### src/rtl/iurt_fifo_controller.sv
// Wishbone-attached byte UART-style FIFO controller: RX FIFO fed from data_dwn,
// TX FIFO drained to data_up, with CTRL/LEVEL registers, break and interrupt.
module iurt_fifo_controller #(
  parameter int RX_DEPTH_LOG2 = 4,
  parameter int TX_DEPTH_LOG2 = 4
) (
  input  logic        clk,
  input  logic        arst,
  input  logic        ce,
  input  logic        cyc_i,
  input  logic        stb_i,
  input  logic        we_i,
  input  logic [3:2]  adr_i,
  input  logic [31:0] dat_i,
  output logic [31:0] dat_o,
  output logic        ack_o,
  output logic        irq_o,
  output logic        break_o,
  input  logic        data_dwn_valid,
  input  logic [7:0]  data_dwn,
  output logic        data_dwn_ready,
  input  logic        data_up_ready,
  output logic        data_up_valid,
  output logic [7:0]  data_up
);
  localparam int RA = RX_DEPTH_LOG2;
  localparam int TA = TX_DEPTH_LOG2;

  logic [7:0]  rx_mem [2**RA];
  logic [7:0]  tx_mem [2**TA];
  logic [RA-1:0] rx_wr_q, rx_rd_q;
  logic [TA-1:0] tx_wr_q, tx_rd_q;
  logic [RA:0] rx_lvl_q, rx_lvl_d;
  logic [TA:0] tx_lvl_q, tx_lvl_d;
  logic        ack_q, up_vld_q, ovr_q, ovr_d;
  logic        brk_en_q, brk_en_d, rx_ie_q, rx_ie_d, tx_ie_q, tx_ie_d, brk_loc_q;
  logic [31:0] dat_q, rdata;
  logic [7:0]  up_q;

  // Level never exceeds depth, so its MSB alone marks full.
  logic rx_full, rx_empty, tx_full, tx_empty;
  assign rx_full  = rx_lvl_q[RA];
  assign tx_full  = tx_lvl_q[TA];
  assign rx_empty = (rx_lvl_q == '0);
  assign tx_empty = (tx_lvl_q == '0);

  logic req, is_data, accept, ctrl_wr, rx_push, rx_pop, tx_push, tx_pop;
  assign req     = cyc_i & stb_i & ~ack_q;
  assign is_data = (adr_i == 2'd0);
  assign accept  = req & ~(we_i & is_data & tx_full);
  assign ctrl_wr = accept & we_i & (adr_i == 2'd1);
  assign rx_pop  = accept & ~we_i & is_data & ~rx_empty;
  assign rx_push = data_dwn_valid & (~rx_full | rx_pop);
  assign tx_push = accept & we_i & is_data;
  assign tx_pop  = data_up_ready & ~tx_empty;

  assign break_o        = brk_loc_q & brk_en_q;
  assign irq_o          = (rx_ie_q & ~rx_empty) | (tx_ie_q & tx_empty) | ovr_q;
  assign data_dwn_ready = ~rx_full;
  assign ack_o          = ack_q;
  assign dat_o          = dat_q;
  assign data_up_valid  = up_vld_q;
  assign data_up        = up_q;

  always_comb begin
    rdata = '0;
    case (adr_i)
      2'd0: begin
        rdata[9]   = ~tx_full;
        rdata[8]   = ~rx_empty;
        rdata[7:0] = rx_mem[rx_rd_q];
      end
      2'd1:    rdata[3:0] = {ovr_q, tx_ie_q, rx_ie_q, brk_en_q};
      2'd2: begin
        rdata[16 +: TA+1] = tx_lvl_q;
        rdata[0 +: RA+1]  = rx_lvl_q;
      end
      default: rdata = '0;
    endcase
  end

  always_comb begin
    rx_lvl_d = rx_lvl_q;
    case ({rx_push, rx_pop})
      2'b10:   rx_lvl_d = rx_lvl_q + 1'b1;
      2'b01:   rx_lvl_d = rx_lvl_q - 1'b1;
      default: rx_lvl_d = rx_lvl_q;
    endcase
    tx_lvl_d = tx_lvl_q;
    case ({tx_push, tx_pop})
      2'b10:   tx_lvl_d = tx_lvl_q + 1'b1;
      2'b01:   tx_lvl_d = tx_lvl_q - 1'b1;
      default: tx_lvl_d = tx_lvl_q;
    endcase
    ovr_d    = ovr_q | (data_dwn_valid & ~rx_push);
    brk_en_d = break_o ? 1'b0 : brk_en_q;
    rx_ie_d  = rx_ie_q;
    tx_ie_d  = tx_ie_q;
    // A CTRL write overrides both the auto-clear of break_en and overrun setting.
    if (ctrl_wr) begin
      brk_en_d = dat_i[0];
      rx_ie_d  = dat_i[1];
      tx_ie_d  = dat_i[2];
      if (dat_i[3]) ovr_d = 1'b0;
    end
  end

  always_ff @(posedge clk or posedge arst) begin
    if (arst) begin
      rx_wr_q <= '0; rx_rd_q <= '0; rx_lvl_q <= '0;
      tx_wr_q <= '0; tx_rd_q <= '0; tx_lvl_q <= '0;
      ack_q <= 1'b0; dat_q <= '0; up_vld_q <= 1'b0; up_q <= '0;
      ovr_q <= 1'b0; brk_en_q <= 1'b1; rx_ie_q <= 1'b0; tx_ie_q <= 1'b0;
      brk_loc_q <= 1'b0;
    end else if (ce) begin
      if (rx_push) rx_wr_q <= rx_wr_q + 1'b1;
      if (rx_pop)  rx_rd_q <= rx_rd_q + 1'b1;
      if (tx_push) tx_wr_q <= tx_wr_q + 1'b1;
      if (tx_pop)  tx_rd_q <= tx_rd_q + 1'b1;
      rx_lvl_q  <= rx_lvl_d;
      tx_lvl_q  <= tx_lvl_d;
      ack_q     <= accept;
      if (accept & ~we_i) dat_q <= rdata;
      up_vld_q  <= tx_pop;
      if (tx_pop) up_q <= tx_mem[tx_rd_q];
      ovr_q     <= ovr_d;
      brk_en_q  <= brk_en_d;
      rx_ie_q   <= rx_ie_d;
      tx_ie_q   <= tx_ie_d;
      brk_loc_q <= data_dwn_valid;
    end
  end

  // Storage is deliberately left out of reset.
  always_ff @(posedge clk) begin
    if (ce && rx_push) rx_mem[rx_wr_q] <= data_dwn;
    if (ce && tx_push) tx_mem[tx_wr_q] <= dat_i[7:0];
  end

  logic unused_dat;
  assign unused_dat = ^dat_i[31:8];
endmodule

### config.mk
export PLATFORM = sky130hd
export DESIGN_NAME = iurt_fifo_controller
export DESIGN_NICKNAME = d
export VERILOG_FILES = /design/src/rtl/iurt_fifo_controller.sv
export SDC_FILE = /design/constraint.sdc
export NUM_CORES = 1
export LEC_CHECK = 0
export CAP_MARGIN = 5
export CORE_MARGIN = 5
export CORE_UTILIZATION = 50
export DETAILED_ROUTE_END_ITERATION = 10
export PLACE_DENSITY = 0.83
export SYNTH_ARGS = -nofsm -noshare
export SYNTH_HDL_FRONTEND = slang
export SYNTH_SLANG_ARGS = --single-unit
### constraint.sdc
create_clock -name clk -period 2.6 [get_ports clk]
set_clock_uncertainty 0.1 [all_clocks]
set_input_delay 0.78 -clock clk [delete_from_list [all_inputs] [get_ports clk]]
set_output_delay 0.78 -clock clk [all_outputs]
set_load 0.005 [all_outputs]
; ---- Word level (Yosys, flattened, before mapping)
; Memory sizes are Yosys's and may differ from the RTL's. A register that Yosys moved wholly into a read port is not among the register bits.
; Index checks and enable logic that the tools add are counted.
[word_totals]
regBits = 48
latchBits = 0
ram_bits = 256
romBits = 0
input_bits = 50
output_inout_bits = 45
word_cells = 90
memories = 2
[memory_table]
columns = name, depth, word_bits, rd, rd_clocked_by_memory_dff, wr, line
row1 = rx_mem, 16, 8, 1, 0, 1, 29  ; logic [7:0] rx_mem [2**RA];
row2 = tx_mem, 16, 8, 1, 1, 1, 30  ; logic [7:0] tx_mem [2**TA];
[op_classes]
addsub = 8
multipliers = 0
div = 0
magnitude_cmp = 0
n_eq_ne = 6
shift = 0
muxes = 14
n_bitwise = 29
n_reduce_logical = 17
[op_table]
columns = op, count
row1 = $pmux 5 s2, 2
row2 = $reduce_and 2->1, 9
row3 = $and 1x1->1, 17
row4 = $add 4x1->4 const B, 4
row5 = $pmux 4 s3, 1
row6 = $add 5x1->5 const B, 2
row7 = $logic_not 5->1, 2
row8 = $mux 5, 2
row9 = $sub 5x1->5 const B, 2
row10 = $mux 1, 8
row11 = $not 1->1, 8
row12 = $eq 2x1->1 const B, 3
row13 = $eq 2x2->1 const B, 3
row14 = $reduce_bool 2->1, 3
row15 = $or 1x1->1, 4
row16 = $logic_and 1x1->1, 2
row17 = $logic_not 2->1, 1
row18 = $pmux 1 s2, 1

; ---- Depth between registers and ports, before layout
[depth]
word_depth = 15
mapped_depth = 12
ltp_nobuf = 11

; ---- Worst setup path before layout
; OpenSTA, ideal clock, no wires.
[synth_path]
kind = input -> register
from = in stb_i
to = reg rx_lvl_q[4]
arrival_ps = 2592
setup_slack_ps = -214
cell_stages = 12
cell_sequence = and3b_1 > buf_2 > nand2_1 > nand2_1 > nand2_1 > ha_1 > fa_1 > a21o_1 > a21oi_1 > xor2_1 > nor2_1 > xnor2_1
[synth_between]
elab_chain_len = 11
elab_cells_between_ends = 13
cone_classes = 2 x eq/ne / 1 x mux / 8 x bitwise / 2 x reduce/logical
[synth_rtl]
columns = element, line
row1 = "start, declared", 11  ; input logic stb_i,
row2 = $and 1x1->1 (*) (2 in series), 48  ; assign req = cyc_i & stb_i & ~ack_q;
row3 = $and 1x1->1 (*), 50  ; assign accept = req & ~(we_i & is_data & tx_full);
row4 = $and 1x1->1 (*) (3 in series), 52  ; assign rx_pop = accept & ~we_i & is_data & ~rx_empty;
row5 = $or 1x1->1, 53  ; assign rx_push = data_dwn_valid & (~rx_full | rx_pop);
row6 = $and 1x1->1, 53
row7 = $eq 2x1->1 or $eq 2x2->1 (tied branches), 84  ; case ({rx_push, rx_pop})
row8 = $reduce_bool 2->1 (no source line), -
row9 = $reduce_and 2->1 (no source line), -
row10 = "end signal, assigned", 120  ; rx_lvl_q <= rx_lvl_d;
row11 = "end, declared", 33  ; logic [RA:0] rx_lvl_q, rx_lvl_d;
; Mark *: on every way between the ends. The rest lies on a longest branch, timed or not.
; A chain may end at the register's enable or synchronous reset.

; ---- Worst setup path after layout
[layout_path]
from = reg rx_lvl_q[1]
to = out irq_o
[layout_between]
elab_chain_len = 5
[layout_rtl]
columns = element, line
row1 = $logic_not 5->1, 44  ; assign rx_empty = (rx_lvl_q == '0);
row2 = $not 1->1, 58  ; assign irq_o = (rx_ie_q & ~rx_empty) | (tx_ie_q & tx_empty) | ovr_q;
row3 = $and 1x1->1, 58
row4 = $or 1x1->1 (2 in series), 58
row5 = "end, declared", 17  ; output logic irq_o,
; No other way between the ends.

==> flow_metrics.py <==
metrics = {
    "synthesis": {
        "postSynthCellCount": 755,
        "yosysSeqAreaShare_pct": 70.6,
        "avgSynthCellArea_um2": 17.0,
        "syn_area_um2": 12900,
        "synthDistinctLibCells": 52,
        "synth-edff-count": 256,
        "async_reset_ff_share_pct": 17.9,
        "ys_ff_latch": 312,
        "yosysWarningCount": 0,
        "synthFlopType": "edfxtp_1",
    },
    "die": {
        "die_x_um": 170,
        "start_util_pct": 51.0,
        "die_area_um2": 29100,
        "io-pin-count": 95,
        "rows": 58,
        "core-area_um2": 25300,
        "fp.dieH_um": 170,
    },
    "placement": {
        "dp.cells": 1209,
        "portBuffers": 53,
        "dp_hpwl_mm": 17.7,
        "gp_congestion": 0.820,
        "dp_slack_ns": -0.618,
    },
    "global_route": {
        "grt_overflow": 0,
        "antenna_found_initial": 0,
        "grt_pass1_wl_mm": 41.8,
        "grt_max_degree": 44,
        "grt_pass1_vias": 7458,
        "grt_usage_pct": 18.6,
    },
    "layout": {
        "regArea_um2": 9090,
        "final_common_cell": "edfxtp_1",
        "nets": 989,
        "final_cells": 1274,
        "final_cell_mix": "256 x edfxtp_1, 107 x buf_4, 58 x nand2_1",
        "multi_input_area_um2": 3560,
        "fillCellCount": 1727,
        "drive_above_1_share_pct": 27.9,
        "insertedDiodeCount": 0,
        "area_delta_synth_final_pct": 22.7,
    },
    "cts": {
        "cts_buffer_depth": 3,
        "clock_latency_ns": 0.57,
        "postCtsHoldBufs": 0,
        "path_clk_slew_ns": 0.06,
        "cts_tree": "yes",
        "cts.htree.levels": 1,
        "cts_buffers": 31,
        "clkSinkCount": 312,
        "root_buffer": "clkbuf_16",
    },
    "outcome": {
        "violations": "negative setup slack",
        "outcome": "finished, violations left",
    },
    "timing": {
        "fmax_mhz": 335,
        "rsz0062_at_grt": "true",
        "holdWs_ns": 0.378,
        "finalCritPeriodShare_pct": 115,
        "finalCriticalPeriod_ns": 2.99,
        "relSlewSlack_pct": 34.2,
        "setup_viol": 3,
        "drv_slew": 0,
        "worst_pin_slew_ns": 0.986,
        "layout_setup_ws_ns": -0.388,
        "hold_violations": 0,
    },
    "route": {
        "dr_wl_met3_mm": 1.48,
        "drt-initial-drc-count": 712,
        "antenna_left": 0,
        "drt-met1-wl_mm": 10.5,
        "detail_route.wl_per_cell_um": 20.9,
        "wl_mm": 26.6,
        "via_per_inst": 5.59,
        "first_pass_iters": 5,
        "top_layer_used": "met4",
        "vias": 7124,
        "met2WireLength_mm": 13.9,
        "drc_errors": 0,
    },
    "power": {
        "total_power_w": 0.0146,
        "p_per_area_nw_per_um2": 922,
        "ir_drop_v": 0.000737,
        "p_leak_nw": 5.80,
    },
    "run": {
        "drv_cap": 0,
    },
    "setup_path": {
        "critPathKind": "flip-flop to primary output",
        "worst-path-max-fanout": 2,
        "cp-start-kind": "flip-flop",
        "cp.required_ns": 1.72,
        "end_kind": "primary output",
        "cp.arrival_ns": 2.11,
    },
    "min_path": {
        "hold_class": "flip-flop to flip-flop",
    },
}
==> cell type report <==
cell class	instances	share of cell area (%)
Clock buffer	33	5.02
Clock inverter	25	2.68
Inverter	16	0.380
Multi-Input combinational cell	390	22.5
Sequential cell	312	57.6
Tap cell	330	2.61
Timing Repair Buffer	168	9.21
==> timing repair <==
action / CTS / global route
resized for setup: 19 / 9
buffers inserted: 3 / 5
pin swaps: 20 / 17
endpoints found under the setup margin: 7 / 92
hold endpoints to repair: 0 / 0
==> cells in the mapped netlist, types with 2 or more instances <==
| library cell | n | share of area [%] |
|---|---|---|
| a31oi_1 | 4 | 0.19 |
| xor2_1 | 8 | 0.54 |
| nand3_1 | 4 | 0.16 |
| nand2_1 | 59 | 1.7 |
| edfxtp_1 | 256 | 60 |
| a21o_1 | 4 | 0.23 |
| and2_1 | 3 | 0.15 |
| a22oi_1 | 8 | 0.47 |
| o21a_1 | 2 | 0.12 |
| mux4_1 | 6 | 1.2 |
| buf_4 | 19 | 1.1 |
| nand2b_1 | 6 | 0.29 |
| ha_1 | 18 | 1.7 |
| mux2_2 | 6 | 0.52 |
| clkbuf_1 | 9 | 0.26 |
| xnor2_1 | 13 | 0.88 |
| buf_12 | 3 | 0.47 |
| o21ai_1 | 9 | 0.35 |
| o21ai_0 | 18 | 0.70 |
| nand4_1 | 3 | 0.15 |
| inv_1 | 16 | 0.47 |
| mux4_2 | 41 | 7.2 |
| dfrtp_1 | 55 | 11 |
| a22o_1 | 14 | 0.95 |
| buf_1 | 10 | 0.29 |
| a221oi_1 | 4 | 0.27 |
| nor2_1 | 39 | 1.1 |
| nor2b_1 | 8 | 0.39 |
| buf_2 | 5 | 0.19 |
| fa_1 | 2 | 0.31 |
| mux2i_1 | 39 | 3.0 |
| nor3_1 | 16 | 0.62 |
| a21oi_1 | 17 | 0.66 |
| a221oi_2 | 8 | 0.93 |
| buf_6 | 6 | 0.52 |
==> registers in the layout, indices dropped and copies added (netlist names), 4 cells and up <==
register and cells:
rx_rd_q 4, tx_mem 128, tx_lvl_q 5, tx_wr_q 4, rx_lvl_q 5, dat_o 15, tx_rd_q 4, rx_mem 128
data_up 8, rx_wr_q 4
==> routing by layer <==
metal	vias up	track usage [%]
met5	-	0
met3	48	3.07
li1	3213	-
met2	232	32.6
met4	0	5.14
met1	3631	24.3
==> final timing paths <==
check                            start          end  slack (ns)  cells after the start
max in group asynchronous         arst     brk_en_q        1.39                      3
setup reg to reg           rx_lvl_q[1]  rx_lvl_q[4]       -0.11                     12
hold reg to reg              dat_o[17]    dat_o[17]        0.38                      2
hold / removal               dat_o[17]    dat_o[17]        0.38                      2
min in group asynchronous         arst   data_up[4]        0.40                      2
setup / recovery           rx_lvl_q[1]        irq_o       -0.39                      5
==> report_power, final <==
part | internal (W) | switching [W]
Clock | 0.00331 | 0.00189
Sequential | 0.00569 | 0.000308
Combinational | 0.00179 | 0.00158
==> worst max-delay path, stage by stage (launching register included) <==
cell,delay [ns]
dfrtp_1,0.38
or4_4,0.55
nor2_4,0.10
inv_1,0.04
a221o_1,0.33
buf_2,0.15
==> per-stage QoR <==
step | setup TNS, ns | utilization [%] | area (um^2)
floorplan | -0.0574 | - | 13000
global placement | -79.18 | 57.2 | 14400
detailed placement | -94.67 | 57.2 | 14400
CTS | -0.611 | 62.2 | 15700
global route | -0.979 | 62.5 | 15800
finish | -0.599 | 62.5 | 15800
==> logic make-up (layout without fill, tap and decap cells) <==
logic type	count (synthesis)	in the layout	share of synthesized area, %
buffers and inverters	69	242	3.42
adder cells (fa/ha/maj)	20	20	2.06
AO/OA/AOI/OAI	95	95	5.45
other	1	17	0.0291
XOR/XNOR	21	21	1.43
flip-flops	312	312	70.6
AND/OR/NAND/NOR	145	145	5.03
multiplexers	92	92	12.0
No activity file was read; power rests on OpenSTA's default activity.
